### src/rtl/sargantana_icache_pkg.sv
// Shared sizing and types for the instruction-cache memory controller.
package sargantana_icache_pkg;

  localparam int unsigned ICACHE_N_WAY  = 4;
  localparam int unsigned ICACHE_IDX_W  = 6;
  localparam int unsigned ICACHE_TAG_W  = 20;
  localparam int unsigned ICACHE_LINE_W = 128;
  localparam int unsigned ICACHE_SETS   = 1 << ICACHE_IDX_W;

  typedef enum logic {
    FLUSH = 1'b0,
    IDLE  = 1'b1
  } ctrl_state_t;

endpackage

### src/rtl/sargantana_icache_hit_sel.sv
// Tag match across ways, lowest-index winner, and line select for that way.
module sargantana_icache_hit_sel #(
  parameter int unsigned N_WAY  = 4,
  parameter int unsigned TAG_W  = 20,
  parameter int unsigned LINE_W = 128
) (
  input  logic [N_WAY*TAG_W-1:0]  tags_i,
  input  logic [N_WAY*LINE_W-1:0] lines_i,
  input  logic [N_WAY-1:0]        vbit_i,
  input  logic [TAG_W-1:0]        tag_i,
  output logic                    hit_o,
  output logic [N_WAY-1:0]        way_o,
  output logic [LINE_W-1:0]       line_o
);

  logic [N_WAY-1:0] hit_vec;

  // Descending scan so the lowest matching way is the last one written.
  always_comb begin
    hit_vec = '0;
    way_o   = '0;
    line_o  = '0;
    for (int w = 0; w < int'(N_WAY); w++) begin
      hit_vec[w] = vbit_i[w] && (tags_i[w*TAG_W +: TAG_W] == tag_i);
    end
    for (int w = int'(N_WAY) - 1; w >= 0; w--) begin
      if (hit_vec[w]) begin
        way_o    = '0;
        way_o[w] = 1'b1;
        line_o   = lines_i[w*LINE_W +: LINE_W];
      end
    end
  end

  assign hit_o = |hit_vec;

endmodule

### src/rtl/sargantana_icache_mem_ctrl.sv
// Arbitrates flush sweep, refill writes and lookup reads onto the icache
// tag/data memories, and resolves lookup hits one cycle after grant.
module sargantana_icache_mem_ctrl
  import sargantana_icache_pkg::*;
#(
  parameter int unsigned N_WAY  = ICACHE_N_WAY,
  parameter int unsigned IDX_W  = ICACHE_IDX_W,
  parameter int unsigned TAG_W  = ICACHE_TAG_W,
  parameter int unsigned LINE_W = ICACHE_LINE_W
) (
  input  logic                    clk_i,
  input  logic                    rst_i,
  input  logic                    flush_i,
  output logic                    flush_done_o,
  output logic                    busy_o,
  input  logic                    lkp_req_i,
  input  logic [IDX_W-1:0]        lkp_idx_i,
  input  logic [TAG_W-1:0]        lkp_tag_i,
  output logic                    lkp_gnt_o,
  output logic                    rsp_valid_o,
  output logic                    rsp_hit_o,
  output logic [N_WAY-1:0]        rsp_way_o,
  output logic [LINE_W-1:0]       rsp_line_o,
  input  logic                    rfl_req_i,
  input  logic [IDX_W-1:0]        rfl_idx_i,
  input  logic [TAG_W-1:0]        rfl_tag_i,
  input  logic [N_WAY-1:0]        rfl_way_i,
  input  logic [LINE_W-1:0]       rfl_line_i,
  output logic                    rfl_gnt_o,
  output logic [N_WAY-1:0]        mem_tag_req_o,
  output logic [N_WAY-1:0]        mem_data_req_o,
  output logic                    mem_tag_we_o,
  output logic                    mem_data_we_o,
  output logic                    mem_flush_o,
  output logic                    mem_vbit_o,
  output logic [IDX_W-1:0]        mem_addr_o,
  output logic [TAG_W-1:0]        mem_tag_o,
  output logic [LINE_W-1:0]       mem_line_o,
  input  logic [N_WAY*TAG_W-1:0]  mem_tag_way_i,
  input  logic [N_WAY*LINE_W-1:0] mem_line_way_i,
  input  logic [N_WAY-1:0]        mem_vbit_i
);

  localparam int unsigned SETS = 1 << IDX_W;

  ctrl_state_t       state_q, state_d;
  logic [IDX_W-1:0]  cnt_q, cnt_d;
  logic              rsp_valid_q;
  logic [TAG_W-1:0]  lkp_tag_q;

  logic              hit_c;
  logic [N_WAY-1:0]  way_c;
  logic [LINE_W-1:0] line_c;

  // Next state and memory-port drive; everything is quiet while rst_i is high.
  always_comb begin
    state_d        = state_q;
    cnt_d          = cnt_q;
    busy_o         = 1'b0;
    flush_done_o   = 1'b0;
    lkp_gnt_o      = 1'b0;
    rfl_gnt_o      = 1'b0;
    mem_tag_req_o  = '0;
    mem_data_req_o = '0;
    mem_tag_we_o   = 1'b0;
    mem_data_we_o  = 1'b0;
    mem_flush_o    = 1'b0;
    mem_vbit_o     = 1'b0;
    mem_addr_o     = '0;
    mem_tag_o      = '0;
    mem_line_o     = '0;
    if (!rst_i) begin
      case (state_q)
        FLUSH: begin
          busy_o        = 1'b1;
          mem_tag_req_o = '1;
          mem_tag_we_o  = 1'b1;
          mem_flush_o   = 1'b1;
          mem_addr_o    = cnt_q;
          cnt_d         = cnt_q + IDX_W'(1);
          if (cnt_q == IDX_W'(SETS - 1)) begin
            state_d      = IDLE;
            flush_done_o = 1'b1;
          end
        end
        IDLE: begin
          if (flush_i) begin
            state_d = FLUSH;
            cnt_d   = '0;
          end else if (rfl_req_i) begin
            rfl_gnt_o      = 1'b1;
            mem_tag_req_o  = rfl_way_i;
            mem_data_req_o = rfl_way_i;
            mem_tag_we_o   = 1'b1;
            mem_data_we_o  = 1'b1;
            mem_vbit_o     = 1'b1;
            mem_addr_o     = rfl_idx_i;
            mem_tag_o      = rfl_tag_i;
            mem_line_o     = rfl_line_i;
          end else if (lkp_req_i) begin
            lkp_gnt_o      = 1'b1;
            mem_tag_req_o  = '1;
            mem_data_req_o = '1;
            mem_addr_o     = lkp_idx_i;
          end
        end
      endcase
    end
  end

  always_ff @(posedge clk_i) begin
    if (rst_i) begin
      state_q     <= FLUSH;
      cnt_q       <= '0;
      rsp_valid_q <= 1'b0;
      lkp_tag_q   <= '0;
    end else begin
      state_q     <= state_d;
      cnt_q       <= cnt_d;
      rsp_valid_q <= lkp_gnt_o;
      if (lkp_gnt_o) lkp_tag_q <= lkp_tag_i;
    end
  end

  sargantana_icache_hit_sel #(
    .N_WAY  (N_WAY),
    .TAG_W  (TAG_W),
    .LINE_W (LINE_W)
  ) u_hit_sel (
    .tags_i  (mem_tag_way_i),
    .lines_i (mem_line_way_i),
    .vbit_i  (mem_vbit_i),
    .tag_i   (lkp_tag_q),
    .hit_o   (hit_c),
    .way_o   (way_c),
    .line_o  (line_c)
  );

  // Memory read data arrives the cycle after grant; gate it with the pending flag.
  assign rsp_valid_o = rsp_valid_q & ~rst_i;
  assign rsp_hit_o   = rsp_valid_o & hit_c;
  assign rsp_way_o   = rsp_valid_o ? way_c  : '0;
  assign rsp_line_o  = rsp_valid_o ? line_c : '0;

endmodule

### config.mk
export PLATFORM = sky130hd
export DESIGN_NAME = sargantana_icache_mem_ctrl
export DESIGN_NICKNAME = d
export VERILOG_FILES = /design/src/rtl/sargantana_icache_pkg.sv /design/src/rtl/sargantana_icache_hit_sel.sv /design/src/rtl/sargantana_icache_mem_ctrl.sv
export SDC_FILE = /design/constraint.sdc
export NUM_CORES = 1
export LEC_CHECK = 0
export BUFFER_PORTS_ARGS = -buffer_cell sky130_fd_sc_hd__buf_2
export CAP_MARGIN = 5
export CORE_AREA = 2 2 418 420
export CTS_CLUSTER_SIZE = 40
export DETAILED_ROUTE_END_ITERATION = 7
export DIE_AREA = 0 0 420 422
export GPL_TIMING_DRIVEN = 0
export PLACE_DENSITY = 0.3
export SKIP_LAST_GASP = 1
export SYNTH_ARGS = -nofsm -noshare
export SYNTH_HDL_FRONTEND = slang
export SYNTH_SLANG_ARGS = --single-unit
### constraint.sdc
create_clock -name clk_i -period 2.5 [get_ports clk_i]
set_input_delay 0.5 -clock clk_i [delete_from_list [all_inputs] [get_ports clk_i]]
set_output_delay 0.5 -clock clk_i [all_outputs]
set_load 0.05 [all_outputs]
==> impl_metrics.yaml, run 1 <==
die:
  coreArea_sq_mm: 0.173
  dieWidth_um: 420
  die_h_um: 422
  num_rows: 153
  fp.dieArea_sq_mm: 0.177
  ios: 1089
  start_util: 0.0405
timing:
  finalCriticalPeriod_ps: 3920
  relSlewSlack: 0.351
  timing.fmax_ghz: 0.255
  setup_tns_ps: -160830
  fin_crit_sh: 1.57
  setup_viol: 167
  slew_viol_final: 0
  rsz0062_at_grt: "yes"
  tightest_slew_ps: 974
  hold_viol: 0
  setup_ws_ps: -1420
  skew_ps: 8.96
worst_setup_path:
  crit_type: "reg2out"
  critPathLaunchType: "register"
  rrSetupSlack_ps: 510
  critPathMaxFanout: 10
  r2r_start: "state_q"
  cp-end-kind: "primary output"
  arrival_ps: 3420
  reg2regPathDepth: 6
  reg2reg_to: "lkp_tag_q[17]"
  required_ps: 2000
hold_path:
  holdCritStartpoint: "lkp_tag_i[14]"
  whs_endpoint: "lkp_tag_q[14]"
  hold_path.class: "in2reg"
  hold-path-cell-count: 3
global_route:
  grt_pass1_vias: 14700
  grt_max_degree: 17
  overflow: 0
  antenna_found_initial: 52
  grt_pass1_wl_um: 156000
  grtUsageTotal: 0.136
clock_network:
  clock-sinks: 28
  clk_latency_ps: 310
  clockBufferDepth: 2
  cts_tree: "done"
  cts-root-buf: "clkbuf_16"
  htreeDepth: 1
  cts_buffers: 3
  cts_hold_buf: 0
  clk_pin_slew_worst_paths_ps: 100
layout:
  area_growth_pct: 226
  nFillCells: 20100
  layout-drive-gt1-share: 0.731
  nets: 3091
  multi_input_area_sq_mm: 0.00963
  seq_area_sq_um: 588
power:
  irDropWorstVdd_uv: 253
  leakage_nw: 8.77
  power.internal_w: 0.00128
  comb_power_share: 0.508
  clockPowerShare: 0.275
  finalPower_w: 0.00207
  p_per_area_mw_per_mm2: 90.6
  p_sw_w: 0.000789
  seqPwrFrac: 0.218
  netSwitchingFraction: 0.381
synthesis:
  synth_seq_area_share: 0.0800
  netlist_area_sq_mm: 0.00700
  avgSynthCellArea_sq_um: 6.27
  syn-num-nets: 1903
  synth-edff-count: 0
  synth_flop_cell: "dfxtp_1"
  ys_types: 39
  async_flop_share: 0
  syn_inst: 1117
  ys_seq_elements: 28
  yosysWarnings: 0
drt:
  drt-total-wl_um: 128000
  viasPerCell: 3.12
  drc: 0
  num_vias: 14500
  dr.pass1.iters: 4
  drt_iter0_markers: 678
  drtAntennaViolNets: 0
  wl_per_cell_um: 27.6
run:
  max-cap-violations: 0
outcome:
  status: "finished, violations left"
  failed_checks: "setup timing"
place:
  portBuffers: 1087
  dp_hpwl_um: 112000
  gp_congestion: 0.933
## worst max-delay path, stage by stage (launching register included)
cell      delay, ps
dfxtp_2         340
buf_12          140
buf_4           140
xor2_1          160
nor4_2          340
nand4_4         130
buf_12          180
o22ai_2         200
buf_6           280
clkbuf_4        350
a221oi_2         80
nor4_4          470
buf_6           230
## layout by cell type, fill, tap and decap left out, drive strengths merged, types with 3 or more instances in the layout
cell type,count
a221oi,122
xor2,61
clkbuf,93
nor2,144
inv,3
and3,4
nand2b,5
o21a,4
nand4,6
nand2,54
buf,1244
dfxtp,28
a21oi,34
nor3,139
nor4,137
and2,150
o21ai,10
o211a,6
nand3,17
diode,10
xnor2,19
a22oi,9
## state kept, by name, summed over array words and instances (netlist names)
name         cells
cnt_q            6
lkp_tag_q       20
rsp_valid_q      1
state_q          1
## worst max path at each step
stage	startpoint	end	slack [ps]	cells after the start
after global routing	lkp_tag_q[6]	rsp_line_o[44]	-1580	13
final	lkp_tag_q[6]	rsp_line_o[86]	-1420	12
after global placement	lkp_tag_q[15]	rsp_line_o[17]	-5080	9
after detailed placement	lkp_tag_q[15]	rsp_line_o[17]	-3000	9
after CTS	lkp_tag_q[17]	rsp_line_o[86]	-1650	11
after floorplan	mem_tag_way_i[53]	rsp_line_o[30]	-890	9
## layer usage
layer  vias up  part of all wire  track usage
met3       154             0.045       0.0179
met5         -          0.000062            0
met4         2             0.038       0.0472
met1      7033              0.34        0.136
li1       6548                 -            -
met2       724              0.58        0.278
## cell usage after synthesis, drive strengths merged, types with 2 or more instances
| master | number | area [sq um] |
|---|---|---|
| nand2 | 54 | 203 |
| nor2b | 2 | 12.5 |
| o211a | 6 | 60.1 |
| o21ai | 10 | 50.1 |
| xnor2 | 19 | 166 |
| nor3 | 139 | 696 |
| a21oi | 34 | 170 |
| a22oi | 9 | 67.6 |
| and2 | 150 | 938 |
| nor2 | 144 | 543 |
| xor2 | 61 | 534 |
| dfxtp | 28 | 561 |
| nand3 | 17 | 85.1 |
| or2 | 2 | 12.5 |
| nor4 | 137 | 872 |
| o21a | 4 | 30.0 |
| nand2b | 5 | 31.3 |
| and3 | 4 | 25.0 |
| inv | 3 | 11.3 |
| buf | 66 | 413 |
| a221oi | 122 | 1070 |
| and4 | 2 | 17.5 |
| nand4 | 6 | 43.8 |
| clkbuf | 85 | 319 |
## layout make-up
class / instances / area share
Antenna cell: 10 / 0.00110
Clock inverter: 1 / 0.00132
Tap cell: 2325 / 0.127
Multi-Input combinational cell: 935 / 0.422
Sequential cell: 28 / 0.0258
Clock buffer: 3 / 0.00329
Timing Repair Buffer: 1194 / 0.359
Buffer: 140 / 0.0592
Inverter: 3 / 0.000493
## through the flow
stage               hold WS, ps  utilization  area [sq um]  setup slack [ps]  instances
floorplan                   467            -          9390              -889       1117
global placement            543        0.103         17700             -5080       4529
detailed placement          549        0.103         17900             -3000       4535
CTS                         394        0.119         20500             -1650       4585
global route                413        0.132         22800             -1580       4638
finish                      414        0.132         22800             -1420       4639
## power groups by stage
stage          logic (W)  clock network (W)  registers [W]
2_1_floorplan   0.000122                  0       0.000463
3_3_place_gp    0.000942                  0       0.000468
3_5_place_dp    0.000947                  0       0.000468
4_1_cts          0.00101           0.000622       0.000453
5_1_grt          0.00111           0.000613       0.000451
6_report         0.00105           0.000568       0.000450
## logic make-up (layout without fill, tap and decap cells)
logic type               after synthesis  in the layout  share of synthesized area
AND/OR/NAND/NOR                      664            664                      0.499
flip-flops                            28             28                     0.0800
AO/OA/AOI/OAI                        190            190                      0.213
other                                  0             10                          0
buffers and inverters                154           1341                      0.106
adder cells (fa/ha/maj)                1              1                    0.00179
XOR/XNOR                              80             80                      0.100
## repair_timing
item,4_1_cts,5_1_grt
pin swaps,76,44
gates cloned,6,8
resized for setup,476,649
buffers inserted,49,43
setup endpoints to repair,324,318
No activity file was read; power rests on OpenSTA's default activity.
==> inputs of run 2 (changes only) <==
--- a/config.mk
+++ b/config.mk
@@ -12,6 +12,7 @@
 export DETAILED_ROUTE_END_ITERATION = 7
 export DIE_AREA = 0 0 420 422
 export GPL_TIMING_DRIVEN = 0
+export MAX_ROUTING_LAYER = met4
 export PLACE_DENSITY = 0.3
 export SKIP_LAST_GASP = 1
 export SYNTH_ARGS = -nofsm -noshare
==> impl_metrics.yaml, run 2 (same netlist as run 1, synthesis figures left out) <==
drt:
  drc: 0
  wl_per_cell_um: 28.5
  drt_iter0_markers: 786
  drt-total-wl_um: 132000
  drtAntennaViolNets: 0
  viasPerCell: 3.15
  num_vias: 14600
  dr.pass1.iters: 5
layout:
  final_common_cell: "buf_2"
  top_regs: "lkp_tag_q (20), cnt_q (6)"
  nFillCells: 20000
  nets: 3088
  largest_reg_flops: 20
  finalNonFillerCells: 4639
  layout-drive-gt1-share: 0.755
  max_flop_register: "lkp_tag_q"
  fin_util: 0.137
  final_cell_mix: "buf_2, buf_6, nor2_1"
  area_growth_pct: 238
global_route:
  overflow: 0
  grt_pass1_vias: 14800
  antenna_found_initial: 53
  grt_pass1_wl_um: 160000
  grtUsageTotal: 0.143
  grt_max_degree: 17
timing:
  rsz0062_at_grt: "yes"
  setup_viol: 133
  timing.hold.ws_ps: 420
  fin_crit_sh: 1.56
  finalCriticalPeriod_ps: 3900
  relSlewSlack: 0.311
  skew_ps: 3.85
  tightest_slew_ps: 1030
  hold_viol: 0
  setup_ws_ps: -1400
  timing.fmax_ghz: 0.256
  slew_viol_final: 0
place:
  portBuffers: 1087
  gp_congestion: 0.937
  dp_hpwl_um: 113000
  dpl.cell_count: 4538
die:
  fp.dieArea_sq_mm: 0.177
  start_util: 0.0405
  coreArea_sq_mm: 0.173
  num_rows: 153
  ios: 1089
  dieWidth_um: 420
  die_h_um: 422
worst_setup_path:
  cp-end-kind: "primary output"
  required_ps: 2000
  critPathLaunchType: "register"
  cp_cell_sequence: "buf_4 -> xnor2_2 -> nand4_1 -> nor4_4 -> buf_4 -> buf_6 -> a211oi_4 -> buf_12 -> buf_16 -> clkbuf_16 -> a221oi_4 -> nor4_4 -> buf_6"
  worstSetupStartpoint: "lkp_tag_q[16]"
  crit_type: "reg2out"
  arrival_ps: 3400
  cpMaxStageDelayCell: "nand4_1"
  r2r_start: "state_q"
  critPathMaxFanout: 7
  max_stage_delay_ps: 540
power:
  finalPower_w: 0.00211
  irDropWorstVdd_uv: 239
  leakage_nw: 8.90
  p_per_area_mw_per_mm2: 89.3
hold_path:
  hold_path.class: "in2reg"
  holdCritStartpoint: "lkp_tag_i[0]"
clock_network:
  clockBufferDepth: 2
  clock-sinks: 28
  htreeDepth: 1
  cts_buffers: 3
  clk_pin_slew_worst_paths_ps: 90
  cts-root-buf: "clkbuf_16"
  cts_hold_buf: 0
  clk_latency_ps: 310
  cts_tree: "done"
outcome:
  failed_checks: "setup timing"
  status: "finished, violations left"
run:
  max-cap-violations: 0
## run 2: cell count changes in the layout (fill, tap and decap cells not counted), moves of 10 or more
cell / change
and2_1: +10
nor3_1: -45
nor3_2: +35
and2_4: -15
a221oi_2: -16
a221oi_4: +25
nor3_4: +10
## run 2: report_power, final
| group | switching (W) | leakage, nW | internal, W |
|---|---|---|---|
| sequential | 0.00000760 | 0.231 | 0.000445 |
| combinational | 0.000575 | 8.62 | 0.000519 |
| clock | 0.000243 | 0.0512 | 0.000322 |
| total | 0.000825 | 8.90 | 0.00129 |
## run 2: what timing repair did
action                                  CTS  global route
resized for setup                       778           298
cloned                                    9             8
endpoints found under the setup margin  324           284
pin swaps                                73           118
setup buffers                            38            42
## run 2: area by class of cell
class	instances	area, sq um	area share
Clock buffer	3	75.1	0.00317
Buffer	141	1360	0.0575
Multi-Input combinational cell	935	10400	0.438
Tap cell	2325	2910	0.123
Sequential cell	28	579	0.0245
Inverter	3	15.0	0.000635
Antenna cell	13	32.5	0.00138
Clock inverter	1	30.0	0.00127
Timing Repair Buffer	1190	8300	0.351
## run 2: stage by stage
stage	TNS [ps]	cell area [sq um]	setup slack, ps
global route	-191300	23600	-1560
floorplan	-63850	9390	-889
global placement	-790010	17700	-4960
finish	-167640	23700	-1400
detailed placement	-552360	17900	-2970
CTS	-200260	21600	-1610
## run 2: layer usage
| metal | track usage | routed length, um | vias up | share of wire |
|---|---|---|---|---|
| met3 | 0.0155 | 5530 | 139 | 0.042 |
| met2 | 0.288 | 77800 | 728 | 0.59 |
| li1 | - | - | 6542 | - |
| met1 | 0.141 | 44700 | 7211 | 0.34 |
| met5 | - | 0 | - | 0 |
| met4 | 0.0394 | 4010 | 0 | 0.030 |
## run 2: worst max-delay path: cells and delay by family, from the launching register on
kind / cells / cell delay, ps
compound gates: 2 / 550
xor+xnor: 1 / 170
buf+inv: 7 / 1080
flops: 1 / 320
simple gates: 3 / 930
## run 2: final timing paths
kind / end / slack, ps / cells past startpoint
setup / recovery: rsp_line_o[22] / -1400 / 13
hold / removal: lkp_tag_q[0] / 420 / 3
setup reg to reg: lkp_tag_q[17] / 490 / 6
hold reg to reg: cnt_q[1] / 570 / 2
==> inputs of run 3 (changes only) <==
--- a/config.mk
+++ b/config.mk
@@ -13,7 +13,6 @@
 export DIE_AREA = 0 0 420 422
 export GPL_TIMING_DRIVEN = 0
 export MAX_ROUTING_LAYER = met4
-export PLACE_DENSITY = 0.3
 export SKIP_LAST_GASP = 1
 export SYNTH_ARGS = -nofsm -noshare
 export SYNTH_HDL_FRONTEND = slang
==> impl_metrics.yaml, run 3 (same netlist as run 1, synthesis figures left out) <==
layout:
  area_growth_pct: 262
  fin_util: 0.147
  final_common_cell: "buf_2"
  nets: 3160
  final_cell_mix: "buf_2, buf_6, buf_4"
  largest_reg_flops: 20
  max_flop_register: "lkp_tag_q"
  top_regs: "lkp_tag_q (20), cnt_q (6)"
  layout-drive-gt1-share: 0.803
  finalNonFillerCells: 4733
worst_setup_path:
  reg2reg_to: "lkp_tag_q[5]"
  crit_type: "reg2out"
  cp-end-kind: "primary output"
  critPathLaunchType: "register"
  critPathMaxFanout: 10
  cp_cell_sequence: "buf_12 -> buf_4 -> xnor2_1 -> nand4_1 -> nor4_4 -> buf_12 -> buf_4 -> a211oi_4 -> buf_6 -> clkbuf_16 -> a221oi_1 -> nor4_4 -> buf_6"
  required_ps: 2000
  cpMaxStageDelayCell: "a221oi_1"
  cp-endpoint: "rsp_line_o[9]"
  r2r_start: "state_q"
  arrival_ps: 3550
  worstSetupStartpoint: "lkp_tag_q[6]"
  reg2regPathDepth: 6
  max_stage_delay_ps: 730
  rrSetupSlack_ps: 630
clock_network:
  clock-sinks: 28
  cts_buffers: 3
  cts-root-buf: "clkbuf_16"
  cts_tree: "done"
  clk_pin_slew_worst_paths_ps: 100
  htreeDepth: 1
  clk_latency_ps: 310
  clockBufferDepth: 2
  cts_hold_buf: 0
drt:
  num_vias: 15500
  drc: 0
  drtAntennaViolNets: 0
  dr.pass1.iters: 5
  viasPerCell: 3.28
  drt-total-wl_um: 148000
  drt_iter0_markers: 969
  wl_per_cell_um: 31.3
timing:
  slew_viol_final: 0
  fin_crit_sh: 1.62
  timing.hold.ws_ps: 399
  hold_viol: 0
  relSlewSlack: 0.306
  setup_viol: 133
  setup_ws_ps: -1550
  skew_ps: 19.0
  rsz0062_at_grt: "yes"
  finalCriticalPeriod_ps: 4050
  timing.fmax_ghz: 0.247
  tightest_slew_ps: 1040
die:
  coreArea_sq_mm: 0.173
  fp.dieArea_sq_mm: 0.177
  num_rows: 153
  dieWidth_um: 420
  ios: 1089
  start_util: 0.0405
  die_h_um: 422
place:
  portBuffers: 1087
  gp_congestion: 0.944
  dpl.cell_count: 4536
  dp_hpwl_um: 130000
global_route:
  overflow: 0
  grt_max_degree: 17
  grt_pass1_vias: 15200
  grtUsageTotal: 0.161
  grt_pass1_wl_um: 176000
  antenna_found_initial: 92
run:
  max-cap-violations: 0
outcome:
  status: "finished, violations left"
  failed_checks: "setup timing"
power:
  p_per_area_mw_per_mm2: 84.5
  leakage_nw: 9.53
  irDropWorstVdd_uv: 215
  finalPower_w: 0.00214
hold_path:
  hold-path-cell-count: 3
  hold_path.class: "in2reg"
## run 3: routing by layer
| metal | wire [um] | track usage | part of all wire |
|---|---|---|---|
| met1 | 53000 | 0.165 | 0.36 |
| met2 | 79000 | 0.296 | 0.53 |
| met3 | 9450 | 0.0392 | 0.064 |
| met4 | 6850 | 0.0553 | 0.046 |
| met5 | 0 | - | 0 |
## run 3: power breakdown
part,switching [W],internal (W),leakage (nW)
Combinational,0.000607,0.000522,9.24
Clock,0.000240,0.000322,0.0513
Sequential,0.00000569,0.000446,0.234
Total,0.000853,0.00129,9.53
## run 3: layout make-up
type / count / area, sq um
Clock buffer: 3 / 75.1
Sequential cell: 28 / 586
Fill cell: 19700 / 147000
Tap cell: 2325 / 2910
Multi-Input combinational cell: 935 / 10700
Inverter: 3 / 15.0
Clock inverter: 1 / 30.0
Buffer: 130 / 1650
Timing Repair Buffer: 1273 / 9350
Antenna cell: 35 / 87.6
## run 3: timing repair
action                                  in CTS  in global routing
cloned                                       8                  5
gates resized for setup                   1031                393
buffers inserted                            94                 87
endpoints found under the setup margin     322                277
endpoints found under the hold margin        0                  0
pin swaps                                  121                 97
## run 3: worst min path at each step
stage / startpoint / to / slack (ps)
2_1_floorplan: cnt_q[5] / cnt_q[5] / 470
3_5_place_dp: cnt_q[5] / cnt_q[5] / 520
6_report: lkp_tag_i[0] / lkp_tag_q[0] / 400
3_3_place_gp: cnt_q[5] / cnt_q[5] / 530
4_1_cts: lkp_tag_i[0] / lkp_tag_q[0] / 380
5_1_grt: lkp_tag_i[19] / lkp_tag_q[19] / 410
## run 3: worst max-delay path: cells and delay by family, from the launching register on
kind,cells,cell delay (ps)
flip-flops,1,330
XOR/XNOR,1,130
AO/OA/AOI/OAI,2,780
AND/OR/NAND/NOR,3,800
buffers and inverters,7,1130
## run 3: through the flow
step                      setup WS (ps)  TNS (ps)  area [sq um]
after floorplan                    -889    -63850          9390
after global placement            -5470   -834910         17700
after detailed placement          -3530   -626490         17900
after CTS                         -1630   -188470         23100
after global routing              -1570   -184790         25400
final                             -1550   -171120         25400
